`src/rtl/seg_pkg.sv`:
```
// Shared definitions for the seven-segment digit scanner.
//   phase_e   : slot phase (BLANK = all enables off, ON = one digit lit)
//   NIBBLE_W  : width of one BCD/hex digit
//   en_on/en_off : digit-enable drive levels for a given board polarity
package seg_pkg;

    localparam int unsigned NIBBLE_W = 4;

    typedef enum logic {
        BLANK = 1'b0,
        ON    = 1'b1
    } phase_e;

    // Level that lights a digit common line (common-anode boards are active-low).
    function automatic logic en_on(input bit active_low);
        return active_low ? 1'b0 : 1'b1;
    endfunction

    function automatic logic en_off(input bit active_low);
        return active_low ? 1'b1 : 1'b0;
    endfunction

endpackage

```
`src/rtl/seg_lzb_mask.sv`:
```
// Leading-zero suppression mask, purely combinational.
//   digits_i : NUM_DIGITS nibbles, digit 0 in [3:0] (rightmost)
//   lzb_i    : 1 enables leading-zero blanking
//   mask_o   : bit k set when digit k must be blanked; bit 0 is never set
module seg_lzb_mask
    import seg_pkg::*;
#(
    parameter int unsigned NUM_DIGITS = 4
) (
    input  logic [NIBBLE_W*NUM_DIGITS-1:0] digits_i,
    input  logic                           lzb_i,
    output logic [NUM_DIGITS-1:0]          mask_o
);

    // Walk from the most significant digit down; a digit is suppressed only
    // while every nibble from it upwards has been zero.
    always_comb begin
        logic zero_run;
        zero_run = 1'b1;
        mask_o   = '0;
        for (int k = NUM_DIGITS - 1; k >= 1; k--) begin
            zero_run  = zero_run & (digits_i[k*NIBBLE_W +: NIBBLE_W] == '0);
            mask_o[k] = lzb_i & zero_run;
        end
    end

endmodule

```
`src/rtl/seg_digit_scanner.sv`:
```
// Time-multiplexed N-digit driver feeding a single seven-segment decoder.
// Each digit slot starts with BLANK_TICKS cycles of all enables off, followed
// by the ON phase. The whole word (and its suppression mask) is snapshotted at
// the first cycle of every frame so the display never tears.
//   CLK, RST   : clock, asynchronous active-high reset
//   digits     : NUM_DIGITS nibbles, digit 0 = rightmost
//   lzb        : leading-zero blanking enable
//   number     : nibble of the current slot (combinational from the snapshot)
//   digit_en   : one-hot common enable, polarity set by EN_ACTIVE_LOW
//   seg_blank  : 1 forces decoder segments off
//   frame_tick : one-cycle pulse in the first cycle after the idx wrap
module seg_digit_scanner
    import seg_pkg::*;
#(
    parameter int unsigned NUM_DIGITS      = 4,
    parameter int unsigned TICKS_PER_DIGIT = 3000,
    parameter int unsigned BLANK_TICKS     = 120,
    parameter bit          EN_ACTIVE_LOW   = 1'b0
) (
    input  logic                           CLK,
    input  logic                           RST,
    input  logic [NIBBLE_W*NUM_DIGITS-1:0] digits,
    input  logic                           lzb,
    output logic [NIBBLE_W-1:0]            number,
    output logic [NUM_DIGITS-1:0]          digit_en,
    output logic                           seg_blank,
    output logic                           frame_tick
);

    localparam int unsigned IDX_W = $clog2(NUM_DIGITS);
    localparam int unsigned CNT_W = $clog2(TICKS_PER_DIGIT);

    localparam logic [IDX_W-1:0] IDX_LAST   = IDX_W'(NUM_DIGITS - 1);
    localparam logic [CNT_W-1:0] CNT_LAST   = CNT_W'(TICKS_PER_DIGIT - 1);
    localparam logic [CNT_W-1:0] BLANK_LAST = CNT_W'(BLANK_TICKS - 1);
    localparam logic             EN_ON_LVL  = en_on(EN_ACTIVE_LOW);
    localparam logic             EN_OFF_LVL = en_off(EN_ACTIVE_LOW);

    phase_e                        phase_q, phase_d;
    logic [IDX_W-1:0]              idx_q, idx_d;
    logic [CNT_W-1:0]              cnt_q, cnt_d;
    logic [NIBBLE_W*NUM_DIGITS-1:0] snap_q, snap_d;
    logic [NUM_DIGITS-1:0]         supp_q, supp_d;
    logic [NUM_DIGITS-1:0]         digit_en_q, digit_en_d;
    logic                          seg_blank_q, seg_blank_d;
    logic                          frame_tick_q, frame_tick_d;
    logic [NUM_DIGITS-1:0]         lzb_mask;

    seg_lzb_mask #(
        .NUM_DIGITS (NUM_DIGITS)
    ) u_lzb_mask (
        .digits_i (digits),
        .lzb_i    (lzb),
        .mask_o   (lzb_mask)
    );

    always_comb begin
        phase_d      = phase_q;
        idx_d        = idx_q;
        cnt_d        = cnt_q + 1'b1;
        snap_d       = snap_q;
        supp_d       = supp_q;
        frame_tick_d = 1'b0;

        if (phase_q == BLANK && idx_q == '0 && cnt_q == '0) begin
            snap_d = digits;
            supp_d = lzb_mask;
        end

        if (cnt_q == CNT_LAST) begin
            cnt_d   = '0;
            phase_d = BLANK;
            if (idx_q == IDX_LAST) begin
                idx_d        = '0;
                frame_tick_d = 1'b1;
            end else begin
                idx_d = idx_q + 1'b1;
            end
        end else if (cnt_q == BLANK_LAST) begin
            phase_d = ON;
        end

        // Outputs are decoded from next state so the registered copies line up
        // exactly with the slot boundaries of the state they describe.
        seg_blank_d = (phase_d == BLANK) || supp_d[idx_d];
        for (int k = 0; k < NUM_DIGITS; k++) begin
            digit_en_d[k] = (phase_d == ON && idx_d == IDX_W'(k) && !supp_d[k]) ?
                            EN_ON_LVL : EN_OFF_LVL;
        end
    end

    always_ff @(posedge CLK or posedge RST) begin
        if (RST) begin
            phase_q      <= BLANK;
            idx_q        <= '0;
            cnt_q        <= '0;
            snap_q       <= '0;
            supp_q       <= '0;
            digit_en_q   <= {NUM_DIGITS{EN_OFF_LVL}};
            seg_blank_q  <= 1'b1;
            frame_tick_q <= 1'b0;
        end else begin
            phase_q      <= phase_d;
            idx_q        <= idx_d;
            cnt_q        <= cnt_d;
            snap_q       <= snap_d;
            supp_q       <= supp_d;
            digit_en_q   <= digit_en_d;
            seg_blank_q  <= seg_blank_d;
            frame_tick_q <= frame_tick_d;
        end
    end

    assign number     = snap_q[idx_q*NIBBLE_W +: NIBBLE_W];
    assign digit_en   = digit_en_q;
    assign seg_blank  = seg_blank_q;
    assign frame_tick = frame_tick_q;

endmodule

```
`config.mk`:
```
export PLATFORM = sky130hd
export DESIGN_NAME = seg_digit_scanner
export DESIGN_NICKNAME = d
export VERILOG_FILES = /design/src/rtl/seg_pkg.sv /design/src/rtl/seg_lzb_mask.sv /design/src/rtl/seg_digit_scanner.sv
export SDC_FILE = /design/constraint.sdc
export NUM_CORES = 1
export LEC_CHECK = 0
export ABC_AREA = 1
export CORE_MARGIN = 2
export CORE_UTILIZATION = 40
export CTS_CLUSTER_SIZE = 40
export DETAILED_ROUTE_END_ITERATION = 8
export PLACE_DENSITY = 0.7
export SKIP_LAST_GASP = 1
export SLEW_MARGIN = 20
export SYNTH_ARGS = -nofsm -noshare
export SYNTH_HDL_FRONTEND = slang
export SYNTH_SLANG_ARGS = --single-unit
```
`constraint.sdc`:
```
create_clock -name CLK -period 1.9 [get_ports CLK]
set_clock_uncertainty 0.05 [all_clocks]
set_input_delay 0.19 -clock CLK [delete_from_list [all_inputs] [get_ports CLK]]
set_output_delay 0.19 -clock CLK [all_outputs]
set_load 0.1 [all_outputs]
```
==> results.py, run 1 <==
metrics = {
    "outcome": {
        "outcome": "completed",
    },
    "clock_tree": {
        "cts_buffers": 5,
        "clkTransAtPathRegs_ps": 80,
        "cts_resized": 0,
        "cts_setup_buffers": 0,
        "cts-hold-fix-buffers": 0,
        "cts.htree.levels": 2,
        "cts_buffer_depth": 2,
        "root_buffer": "clkbuf_8",
        "clock-sinks": 41,
        "cts_tree": "done",
        "insertion_delay_ps": 290,
    },
    "sta": {
        "slew_headroom_pct": 80.94,
        "min_period_ps": 1703,
        "tightest_slew_ps": 283.7,
        "setup_tns_ps": 0,
        "timing.fmax_mhz": 587.2,
        "final_max_slew_viol_count": 0,
        "hold_violations": 0,
        "setup_violations": 0,
        "timing.final.crit_share_pct": 89.63,
        "rsz0062_at_grt": "no",
    },
    "floorplan": {
        "io_pins": 29,
        "die_y_um": 77.50,
        "design.core.area_mm2": 0.005172,
        "start_util_pct": 41.78,
        "row_count": 26,
        "die_x_um": 77.50,
        "die_area_mm2": 0.006006,
    },
    "global_routing": {
        "antenna_found_initial": 0,
        "met1_usage_pct": 21.61,
        "grt_pass1_vias": 1523,
        "grt_use_met2_pct": 21.22,
        "grt_start_max_net_pins": 42,
        "grt_overflow": 0,
        "met3_usage_pct": 3.372,
        "grtUsageTotal_pct": 14.88,
        "grt_pass1_wl_um": 7065,
        "grt-busiest-layer": "met1",
    },
    "drt": {
        "num_vias": 1645,
        "wl_um": 4224,
        "routed_via_density": 4.754,
        "antenna_left": 0,
        "wl_per_cell_um": 12.21,
        "drc": 0,
        "drt_iter0_markers": 106,
        "first_pass_iters": 4,
    },
    "run": {
        "max_cap_viol_count": 0,
    },
    "synth": {
        "syn_area_per_cell_um2": 9.041,
        "synth_ff_type": "dfrtp_1",
        "yosysSeqAreaShare_pct": 47.54,
        "synth_area_leaders": "dfrtp_1, inv_1, nand2_1, nor2_1, mux2_2",
        "synth_enable_flop_cells": 0,
        "synthCells": 239,
        "yosysWarnings": 0,
        "async_flop_share_pct": 100.0,
        "synth_top_area_share_pct": 46.32,
        "ys_types": 36,
        "synth_area_mm2": 0.002161,
        "synth_nets": 262,
        "yosysTopAreaCell": "dfrtp_1",
        "synth_seq_cells": 41,
    },
    "power_and_ir_drop": {
        "ir_drop_uv": 436.0,
        "p_leak_uw": 0.001304,
        "power_density_mw_per_mm2": 592.4,
        "power_uw": 1603,
    },
    "setup_path": {
        "worstPathArrival_ps": 1830,
        "critical_path_class": "register to register",
        "startpoint_type": "register",
        "critical_path_required_ps": 2030,
        "critPathMaxFanout": 10,
        "endpoint_kind": "register",
    },
    "cells_and_area": {
        "diodes": 0,
        "syn_to_final_growth_pct": 25.19,
        "layout-drive-gt1-share_pct": 23.91,
        "final_cell_mix": "dfrtp_1, inv_1, nor2_1, nand2_1, clkdlybuf4s50_1",
        "nets": 298,
        "final_common_cell": "dfrtp_1",
    },
    "placement": {
        "place.gp.congestion": 0.8223,
        "dp.final_hpwl_um": 3273,
        "port_buffers": 28,
    },
    "hold_path": {
        "worstHoldPathType": "input port to asynchronous set/reset pin",
    },
}
[registers in the layout (all words and copies together), names as in the netlist]
| signal | flops |
|---|---|
| cnt_q | 12 |
| digit_en | 4 |
| frame_tick | 1 |
| idx_q | 2 |
| phase_q | 1 |
| seg_blank | 1 |
| snap_q | 16 |
| supp_q | 4 |
[through the flow]
step | setup WS (ps) | instance area [µm²] | hold WS [ps] | std cells | utilization [%]
floorplan | 63.84 | 2186 | 257.6 | 239 | -
global placement | 291.7 | 2619 | 427.2 | 338 | 50.63
detailed placement | 193.3 | 2619 | 432.3 | 338 | 50.63
CTS | 186.5 | 2705 | 216.0 | 346 | 52.30
global route | 31.00 | 2705 | 235.1 | 346 | 52.30
finish | 197.1 | 2705 | 203.6 | 346 | 52.30
[worst paths after layout]
| check | endpoint | startpoint | cells after the start | slack, ps |
|---|---|---|---|---|
| worst max-delay path | snap_q[1]$_DFFE_PP0P_ | idx_q[1]$_DFF_PP0_ | 6 | 200 |
| worst min-delay path | snap_q[0]$_DFFE_PP0P_ | RST | 3 | 200 |
| worst max register to register | snap_q[1]$_DFFE_PP0P_ | idx_q[1]$_DFF_PP0_ | 6 | 200 |
| worst min register to register | cnt_q[0]$_DFF_PP0_ | cnt_q[0]$_DFF_PP0_ | 1 | 440 |
| max in group asynchronous | seg_blank$_DFF_PP1_ | RST | 3 | 1330 |
| min in group CLK | snap_q[11]$_DFFE_PP0P_ | digits[11] | 3 | 410 |
[layout make-up]
class	count	area [µm²]
Clock buffer	5	68.82
Clock inverter	3	17.52
Fill cell	465	2467
Inverter	35	131.4
Multi-Input combinational cell	160	1012
Sequential cell	41	1027
Tap cell	70	87.58
Timing Repair Buffer	32	360.3
[power breakdown]
part           switching (µW)  internal [µW]  leakage [µW]  total (µW)
registers                12.1            890      0.000518         902
logic                    74.1           70.0      0.000742         144
clock network             303            254     0.0000439         557
total                     390           1210       0.00130        1600
[metal layers]
metal | vias up | wire length [µm] | part of all wire, %
met5 | - | 0 | 0
met4 | 0 | 99 | 2.3
met3 | 11 | 146 | 3.5
met2 | 32 | 1872 | 44
met1 | 758 | 2105 | 50
li1 | 844 | - | -
[cells in the mapped netlist (5+ instances only)]
cell type / number
a21oi_1: 8
dfrtp_1: 40
inv_1: 32
mux2_2: 6
nand2_1: 30
nand2_2: 9
nand3_1: 12
nor2_1: 30
nor2_2: 5
nor2_4: 6
o21ai_0: 11
o21ai_1: 7
[worst max-delay path, cell delays in order (launching register included)]
cell	delay (ps)
dfrtp_1	380
inv_1	130
ha_1	190
nand3_1	150
nor2_1	160
nand2_2	180
mux2_1	350
[logic make-up (layout without fill, tap and decap cells)]
logic type	count (synthesis)	in the layout	synth area share, %
muxes	11	11	5.674
and+or+nand+nor	110	110	28.14
adders and majority gates	4	4	2.316
buffers and inverters	38	75	6.775
AOI/OAI and AO/OA	34	34	9.149
xor gates and xnor gates	1	1	0.4054
DFF	41	41	47.54
No activity file was read; power rests on OpenSTA's default activity.
==> run 2: changes to the inputs <==
CTS_CLUSTER_SIZE = unset   (was 40)
SLEW_MARGIN = unset   (was 20)
==> results of run 2 <==
The final DEF is identical to that of run 1; final timing and power are the same.
==> run 3: changes to the inputs <==
CTS_CLUSTER_SIZE = 16   (was unset)
==> results of run 3 <==
The final DEF is identical to that of run 1; final timing and power are the same.
